===== config.mk =====
export PLATFORM = sky130hd
export DESIGN_NAME = ldpc_3gpp_dec_state_sched
export DESIGN_NICKNAME = d
export VERILOG_FILES = /design/src/rtl/ldpc_3gpp_dec_state_sched_pkg.sv /design/src/rtl/ldpc_3gpp_dec_strb_delay.sv /design/src/rtl/ldpc_3gpp_dec_state_sched.sv
export SDC_FILE = /design/constraint.sdc
export NUM_CORES = 1
export LEC_CHECK = 0
export CAP_MARGIN = 20
export CORE_UTILIZATION = 57
export DETAILED_ROUTE_END_ITERATION = 10
export PLACE_DENSITY = 0.8
export SLEW_MARGIN = 20
export SYNTH_ARGS = -nofsm -noshare
export SYNTH_HDL_FRONTEND = slang
export SYNTH_SLANG_ARGS = --single-unit
export TNS_END_PERCENT = 50

===== constraint.sdc =====
create_clock -name iclk -period 3.25 [get_ports iclk]
set_input_delay 0.4875 -clock iclk [delete_from_list [all_inputs] [get_ports iclk]]
set_output_delay 0.4875 -clock iclk [all_outputs]
set_load 0.02 [all_outputs]

===== src/rtl/ldpc_3gpp_dec_state_sched_pkg.sv =====
// Shared types for the LDPC node-state scheduler.
// These are the strobe and zc types the decoder uses throughout. They are kept here so the
// scheduler and its delay line build on their own.
//   cMEM_ADDR_W : default state RAM address width
//   hb_zc_t     : zc column count/index type
//   strb_t      : frame/packet strobes {sof, sop, eop, eof}, sof in the MSB
package ldpc_3gpp_dec_state_sched_pkg;

   localparam int unsigned cMEM_ADDR_W = 8;
   localparam int unsigned cZC_W       = 9;

   typedef logic [cZC_W-1:0] hb_zc_t;

   typedef struct packed {
      logic sof;
      logic sop;
      logic eop;
      logic eof;
   } strb_t;

endpackage


===== src/rtl/ldpc_3gpp_dec_strb_delay.sv =====
// Valid + strobe delay line of programmable depth.
// It is used to match a request stream to a datapath latency.
//   iclk, ireset_n : clock, asynchronous active-low clear (empties the line)
//   iclkena        : clock enable, low holds the line
//   ival, istrb    : input valid and strobes
//   oval, ostrb    : the same, pDEPTH enabled cycles later
module ldpc_3gpp_dec_strb_delay
   import ldpc_3gpp_dec_state_sched_pkg::*;
#(
   parameter int unsigned pDEPTH = 1
) (
   input  logic  iclk,
   input  logic  ireset_n,
   input  logic  iclkena,
   input  logic  ival,
   input  strb_t istrb,
   output logic  oval,
   output strb_t ostrb
);

   logic  val_q  [pDEPTH];
   strb_t strb_q [pDEPTH];

   always_ff @(posedge iclk or negedge ireset_n) begin
      if (!ireset_n) begin
         for (int i = 0; i < pDEPTH; i++) begin
            val_q[i]  <= 1'b0;
            strb_q[i] <= '0;
         end
      end else if (iclkena) begin
         val_q[0]  <= ival;
         strb_q[0] <= istrb;
         for (int i = 1; i < pDEPTH; i++) begin
            val_q[i]  <= val_q[i-1];
            strb_q[i] <= strb_q[i-1];
         end
      end
   end

   assign oval  = val_q[pDEPTH-1];
   assign ostrb = strb_q[pDEPTH-1];

endmodule


===== src/rtl/ldpc_3gpp_dec_state_sched.sv =====
// Iteration scheduler for the LDPC node-state memory.
// Each pass walks the state RAM zc-column by row-group and emits a read stream. A delayed copy of
// that stream forms the write stream. The pass repeats initer times, and a drain gap between
// passes keeps a read from overtaking the previous pass's write.
//   iclk, ireset_n, iclkena       : clock, async active-low reset, clock enable
//   istart                        : start request (IDLE only)
//   iused_zc, iused_row, initer   : pass geometry and pass count, latched at start
//   oread, orstart, orval, orstrb : read request, first read of pass, valid, strobes
//   owrite, owstrb                : write request and strobes
//   obusy, odone, oiter           : decode in progress, completion pulse, current pass index
module ldpc_3gpp_dec_state_sched
   import ldpc_3gpp_dec_state_sched_pkg::*;
#(
   parameter int unsigned pADDR_W   = cMEM_ADDR_W,
   parameter int unsigned pDP_DELAY = 2,
   parameter int unsigned pITER_W   = 8
) (
   input  logic               iclk,
   input  logic               ireset_n,
   input  logic               iclkena,
   input  logic               istart,
   input  hb_zc_t             iused_zc,
   input  logic [pADDR_W-1:0] iused_row,
   input  logic [pITER_W-1:0] initer,
   output logic               oread,
   output logic               orstart,
   output logic               orval,
   output strb_t              orstrb,
   output logic               owrite,
   output strb_t              owstrb,
   output logic               obusy,
   output logic               odone,
   output logic [pITER_W-1:0] oiter
);

   localparam int unsigned cDRAIN   = pDP_DELAY + 6;
   localparam int unsigned cWR_LAT  = pDP_DELAY + 4;
   localparam int unsigned cDRAIN_W = $clog2(cDRAIN + 1);

   typedef enum logic [1:0] {StIdle, StRead, StDrain, StDone} state_e;

   state_e               state_q, state_d;
   hb_zc_t               zc_q, zc_d, used_zc_q, used_zc_d;
   logic [pADDR_W-1:0]   row_q, row_d, used_row_q, used_row_d;
   logic [pITER_W-1:0]   iter_q, iter_d, niter_q, niter_d;
   logic [cDRAIN_W-1:0]  drain_q, drain_d;

   logic  rd;
   strb_t rd_strb;
   logic  cfg_zero, last_row, last_zc, last_iter;

   assign cfg_zero  = (used_zc_q == '0) || (used_row_q == '0) || (niter_q == '0);
   assign last_row  = (row_q == used_row_q - pADDR_W'(1));
   assign last_zc   = (zc_q == used_zc_q - hb_zc_t'(1));
   assign last_iter = (iter_q == niter_q - pITER_W'(1));

   always_comb begin
      state_d    = state_q;
      zc_d       = zc_q;
      row_d      = row_q;
      used_zc_d  = used_zc_q;
      used_row_d = used_row_q;
      iter_d     = iter_q;
      niter_d    = niter_q;
      drain_d    = drain_q;
      rd         = 1'b0;
      rd_strb    = '0;
      odone      = 1'b0;

      unique case (state_q)
         StIdle: begin
            if (istart) begin
               used_zc_d  = iused_zc;
               used_row_d = iused_row;
               niter_d    = initer;
               iter_d     = '0;
               zc_d       = '0;
               row_d      = '0;
               state_d    = StRead;
            end
         end
         StRead: begin
            // A zero-sized configuration finishes without touching the RAM.
            if (cfg_zero) begin
               state_d = StDone;
            end else begin
               rd          = 1'b1;
               rd_strb.sop = (row_q == '0);
               rd_strb.eop = last_row;
               rd_strb.sof = rd_strb.sop && (zc_q == '0);
               rd_strb.eof = last_row && last_zc;
               if (last_row) begin
                  row_d = '0;
                  if (last_zc) begin
                     zc_d    = '0;
                     drain_d = cDRAIN_W'(1);  // eof beat is count 0
                     state_d = StDrain;
                  end else begin
                     zc_d = zc_q + hb_zc_t'(1);
                  end
               end else begin
                  row_d = row_q + pADDR_W'(1);
               end
            end
         end
         StDrain: begin
            drain_d = drain_q + cDRAIN_W'(1);
            // The final pass reports done at eof+cDRAIN. A following pass restarts one cycle
            // later, so its sof read reaches the RAM after the last write of this pass lands.
            if (last_iter && (drain_q == cDRAIN_W'(cDRAIN - 1))) begin
               state_d = StDone;
            end else if (!last_iter && (drain_q == cDRAIN_W'(cDRAIN))) begin
               iter_d  = iter_q + pITER_W'(1);
               state_d = StRead;
            end
         end
         StDone: begin
            odone   = 1'b1;
            state_d = StIdle;
         end
         default: state_d = StIdle;
      endcase
   end

   always_ff @(posedge iclk or negedge ireset_n) begin
      if (!ireset_n) begin
         state_q    <= StIdle;
         zc_q       <= '0;
         row_q      <= '0;
         used_zc_q  <= '0;
         used_row_q <= '0;
         iter_q     <= '0;
         niter_q    <= '0;
         drain_q    <= '0;
      end else if (iclkena) begin
         state_q    <= state_d;
         zc_q       <= zc_d;
         row_q      <= row_d;
         used_zc_q  <= used_zc_d;
         used_row_q <= used_row_d;
         iter_q     <= iter_d;
         niter_q    <= niter_d;
         drain_q    <= drain_d;
      end
   end

   assign oread   = rd;
   assign orval   = rd;
   assign orstrb  = rd_strb;
   assign orstart = rd && rd_strb.sof;
   assign obusy   = (state_q != StIdle);
   assign oiter   = iter_q;

   ldpc_3gpp_dec_strb_delay #(
      .pDEPTH (cWR_LAT)
   ) u_wr_delay (
      .iclk     (iclk),
      .ireset_n (ireset_n),
      .iclkena  (iclkena),
      .ival     (rd),
      .istrb    (rd_strb),
      .oval     (owrite),
      .ostrb    (owstrb)
   );

endmodule


; Word-level counts from Yosys, hierarchy flattened
; Cells that the tools add are included.
[totals]
register_bits = 86
inputBits = 29
output_inout_bits = 22
elab_cells = 114
[classes]
n_addsub = 7
n_eq_ne = 17
n_mux = 28
reduce_logical = 24
[ops]
columns = op, count
row1 = 8-bit 2-to-1 mux, 5
row2 = 9-bit 2-to-1 mux, 4
row3 = 8-bit case mux with 2 select lines, 2
row4 = 8-bit logical NOT, 3
row5 = 4-bit 2-to-1 mux, 5
row6 = 5-bit AND reduction, 4
row7 = 9-bit logical NOT, 2
row8 = 9-bit case mux with 2 select lines, 1
row9 = "8-bit by 1-bit adder with 8-bit output, second input constant", 2
row10 = 8-bit == test, 2
row11 = "8-bit by 1-bit subtractor with 8-bit output, second input constant", 2
row12 = 2-bit 2-to-1 mux, 6
row13 = "2-bit != test, second input constant", 6
row14 = "9-bit by 1-bit adder with 9-bit output, second input constant", 1
row15 = 9-bit == test, 1
row16 = "3-bit != test, second input constant", 3
row17 = "9-bit by 1-bit subtractor with 9-bit output, second input constant", 1
row18 = 2-bit case mux with 4 select lines, 1
row19 = 4-bit case mux with 2 select lines, 1
row20 = 2-bit nonzero test, 4
row21 = 1-bit logical AND, 5
row22 = "4-bit by 1-bit adder with 4-bit output, second input constant", 1
row23 = "2-bit == test, second input constant", 2
row24 = "4-bit by 3-bit == test with 1-bit output, second input constant", 1
row25 = 8 further kinds, 11

; Logic depth before layout (Yosys ltp)
[depth]
word_depth = 7
mapped_depth = 11
mapped_depth_nobuf = 9

; Hierarchy
; From an unflattened synthesis, not the netlist that was laid out.
[hier_totals]
cells_unflattened = 508
area_unflattened_um2 = 4927.2
[modules_own_cells]
columns = mod, n_inst, cells_each, area_per_inst_um2, seq_area_each_um2
row1 = ldpc_3gpp_dec_state_sched, 1, 441, 3662.3, 1401.3
row2 = ldpc_3gpp_dec_strb_delay, 1, 67, 1265.0, 750.7

; Worst setup path after synthesis
; No wires, ideal clock.
[synth_path]
kind = register to output
startpoint = reg used_row_q[2]
endpoint = out orstrb[0] (netlist name)
arrival_time_ns = 2.329
required_ns = 2.762
setup_slack_ns = 0.434
stages_incl_launch_ff = 8
n_path_buf = 1
path_cell_list = dfrtp_1 or3_1 buf_2 nor4_1 o21ai_0 a22oi_1 nand2_4 nor3_1
[synth_rtl]
columns = item, line_no
row1 = from (decl), ldpc_3gpp_dec_state_sched.sv:44  ; logic [pADDR_W-1:0] row_q, row_d, used_row_q, used_row_d;
row2 = from (signal assigned), ldpc_3gpp_dec_state_sched.sv:140  ; used_row_q <= used_row_d;
row3 = to (decl), ldpc_3gpp_dec_state_sched.sv:28  ; output strb_t orstrb,

==> impl_metrics.json <==
{
  "outcome": "complete, no violations",
  "largest_family_of_logic_cells_by_synthesized_area": "simple AND/OR/NAND/NOR gates",
  "drt-initial-drc-count": 248,
  "fp-row-count": 33,
  "design.portCount": 51,
  "antenna_cells_inserted": 0,
  "seq_power_share_pct": 39.3,
  "overflow": 0,
  "replace_congestion": 0.8204,
  "synth_top_area_share_pct": 44.82,
  "report.final.setup_viol": 0,
  "p_sw_share_pct": 40.89,
  "first_global_vias": 3819,
  "wl_per_cell_um": 15.91,
  "power_frac_comb_pct": 43.6,
  "synth-compound-area-share_pct": 13.26,
  "grt_first_pass_wirelength_mm": 18.11,
  "endpoint_kind": "output port",
  "cp_max_fo": 7,
  "synth_enable_flop_cells": 0,
  "powerDensity_nw_per_um2": 781.1,
  "net-switching-power_mw": 1.790,
  "synthDominantAreaCellType": "sky130_fd_sc_hd__dfrtp_1",
  "worst_hold_path_type": "input port to async pin",
  "worst_setup_hold_path_clk_slew_ns": 0.08,
  "post-cts-setup-buffers": 0,
  "tritoncts_clock_tree": "done",
  "clk_root_buffer_cell": "sky130_fd_sc_hd__clkbuf_8",
  "power.share.clock_pct": 17.1,
  "drt_pre_antenna_iters": 5,
  "power_mw": 4.378,
  "yosys.area_share.simple_pct": 20.95,
  "critPathRequiredTime_ns": 2.76,
  "clock_path_buffers": 2,
  "antenna_found_initial": 0,
  "synth-adder-area-share_pct": 3.127,
  "finalNetCount": 594,
  "vias_per_cell": 5.879,
  "grt_setup_unrepaired": "yes",
  "worst_pin_slew_ns": 0.8923,
  "grt_max_degree": 87,
  "area_delta_synth_final_pct": 16.73,
  "critPathMaxStageDelay_ns": 0.43,
  "synth.distinct_cells": 61,
  "arrival_ns": 2.65,
  "synth.top_cells.by_area": "sky130_fd_sc_hd__dfrtp_1 45%, sky130_fd_sc_hd__mux2_2 6.8%, sky130_fd_sc_hd__nand2_1 5.8%",
  "postSynthNetCount": 551,
  "post-route-period-util_pct": 96.68,
  "timing_hold_violations_final": 0,
  "fin_area_sq_um": 5605,
  "antenna_violating_nets_post_route": 0,
  "critical_path.slowest_cell": "sky130_fd_sc_hd__dfrtp_1",
  "dieArea_sq_um": 8796,
  "syn_area_sq_um": 4802,
  "fp.coreArea_sq_um": 8175,
  "highest_count_cells_in_the_layout_ignoring_fill_and_taps": "86 x sky130_fd_sc_hd__dfrtp_1, 74 x sky130_fd_sc_hd__nand2_1, 44 x sky130_fd_sc_hd__clkdlybuf4s50_1",
  "grt.total_usage_pct": 26.55,
  "dp_hpwl_mm": 7.369,
  "postSynth.asyncResetShare_pct": 100.0,
  "post_route_cells_drive_above_1_share_pct": 13.11,
  "fin_worst_skew_ns": 0.01101,
  "number_of_i_o_port_buffers": 50,
  "max_freq_mhz": 318.3,
  "placement.cell_area_sq_um": 5390,
  "cellLeakagePower_nw": 2.517,
  "drcViolationCount": 0,
  "slew_headroom_pct": 40.25,
  "setup.worst_path.class": "flop to output port",
  "chipWidth_um": 93.79,
  "post_synth_xor_area_fraction_pct": 6.019,
  "cap_violations": 0,
  "initial_utilization_pct": 58.74,
  "seq_area_frac_synth_pct": 44.82,
  "leading_cell_type_in_the_layout_fill_and_taps_excluded": "sky130_fd_sc_hd__dfrtp_1",
  "clock-sinks": 86,
  "cts-buffers-inserted": 9,
  "fin_crit_ns": 3.142,
  "h-tree-depth": 3,
  "routed-via-count": 3892,
  "drt_wl_total_mm": 10.53,
  "yosys_register_bits": 86,
  "cellInternalPower_mw": 2.588,
  "synth_flop_cell": "sky130_fd_sc_hd__dfrtp_1",
  "yosysWarnings": 0,
  "maxSlewViolCount": 0,
  "clk-insertion-delay-late_ns": 0.36,
  "muxShareOfSynthArea_pct": 7.217,
  "postSynthAreaPerCell_sq_um": 9.416,
  "die_height_um": 93.79,
  "power.ir.vdd_worst_uv": 383.9,
  "start_kind": "flop",
  "synth_cells": 510,
  "worstPathCellList": "inv_1 -> ha_1 -> xor2_1 -> o31a_2 -> nor3_4 -> nand2_4 -> nor3_2 -> dlygate4sd2_1"
}
==> kinds of logic (layout without fill, tap and decap cells) <==
kind of cell | Yosys count | after routing
AND/OR/NAND/NOR | 194 | 194
AO/OA/AOI/OAI | 101 | 101
flip-flops | 86 | 86
buffers and inverters | 53 | 100
XOR/XNOR | 33 | 33
multiplexers | 31 | 31
adder cells (fa/ha/maj) | 12 | 12
==> per-stage QoR <==
step | TNS, ns | instances | util (%) | worst slack [ns] | hold slack (ns)
floorplan | 0 | 510 | - | 0.4340 | 0.1919
global placement | 0 | 647 | 65.93 | 0.1575 | 0.4825
detailed placement | 0 | 647 | 65.93 | 0.06186 | 0.4887
CTS | -0.03920 | 662 | 68.40 | -0.03920 | 0.3633
global route | -0.02160 | 662 | 68.56 | -0.008525 | 0.2344
finish | 0 | 662 | 68.56 | 0.1078 | 0.1760
==> final cells by class <==
| class | count | area (sq um) |
|---|---|---|
| sequential | 86 | 2152 |
| fill | 665 | 2570 |
| multi-input combinational | 371 | 2446 |
| clock buffer | 9 | 123.9 |
| timing repair buffer | 63 | 600.6 |
| clock inverter | 6 | 68.82 |
| inverter | 22 | 82.58 |
| tap | 105 | 131.4 |
==> power groups by stage <==
stage / logic (mW) / clock network (mW) / registers (mW)
floorplan: 1.40 / 0 / 1.63
finish: 1.91 / 0.748 / 1.72
CTS: 1.91 / 0.763 / 1.72
global route: 2.14 / 0.807 / 1.77
detailed placement: 1.87 / 0 / 1.74
global placement: 1.81 / 0 / 1.71
==> metal layers <==
| metal | part of all wire, % | track usage (%) |
|---|---|---|
| met5 | 0 | 0 |
| met4 | 1.9 | 11.67 |
| met3 | 3.8 | 4.126 |
| met2 | 51 | 44.34 |
| met1 | 44 | 34.08 |
==> worst max-delay path: cells and delay by family (launching register included) <==
family,cells,cell delay [ns]
compound gates,1,0.36
xor+xnor,1,0.20
fa+ha+maj,1,0.26
buf+inv,2,0.47
flops,1,0.43
simple gates,3,0.58
==> Yosys cell counts (3+ instances only) <==
master and count:
sky130_fd_sc_hd__xnor2_1 17, sky130_fd_sc_hd__nand3_1 23, sky130_fd_sc_hd__inv_1 21, sky130_fd_sc_hd__nand2b_1 9
sky130_fd_sc_hd__a31oi_1 4, sky130_fd_sc_hd__or2_2 3, sky130_fd_sc_hd__nand2_1 74, sky130_fd_sc_hd__and3_1 10
sky130_fd_sc_hd__nand4_1 10, sky130_fd_sc_hd__ha_1 12, sky130_fd_sc_hd__nor4_1 6, sky130_fd_sc_hd__nor2_1 20
sky130_fd_sc_hd__o31ai_1 5, sky130_fd_sc_hd__xor2_1 16, sky130_fd_sc_hd__or3_1 11, sky130_fd_sc_hd__buf_1 3
sky130_fd_sc_hd__dfrtp_1 86, sky130_fd_sc_hd__nor3_1 7, sky130_fd_sc_hd__buf_4 5, sky130_fd_sc_hd__mux2_2 29
sky130_fd_sc_hd__a211oi_1 8, sky130_fd_sc_hd__clkbuf_1 20, sky130_fd_sc_hd__o211ai_1 8, sky130_fd_sc_hd__o21ai_0 42
sky130_fd_sc_hd__buf_2 3, sky130_fd_sc_hd__a21oi_1 12
==> final timing paths <==
path                                             from                     to  slack, ns  depth (start not counted)
worst max-delay path                    used_row_q[1]              orstrb[0]       0.11                          8
worst min-delay path                         ireset_n          used_row_q[6]       0.18                          1
worst max register to register             niter_q[0]               oiter[4]       0.51                          9
worst min register to register  u_wr_delay.strb_q[18]  u_wr_delay.strb_q[18]       0.51                          1
max in group asynchronous                    ireset_n               oiter[4]       2.55                          1
min in group iclk               u_wr_delay.strb_q[18]  u_wr_delay.strb_q[18]       0.51                          1
==> what timing repair did <==
action / in CTS / in global routing
hold buffers: 0 / 0
setup endpoints to repair: 5 / 3
gates resized for setup: 6 / 3
pin swaps: 0 / 0
==> flip-flops by register name, indices dropped and copies added, names as in the netlist <==
register	cells
drain_q	4
used_zc_q	9
zc_q	9
state_q	2
row_q	8
oiter	8
u_wr_delay.ostrb	4
u_wr_delay.strb_q	20
u_wr_delay.oval	1
niter_q	8
u_wr_delay.val_q	5
used_row_q	8
Power figures use the tool's default switching activity.
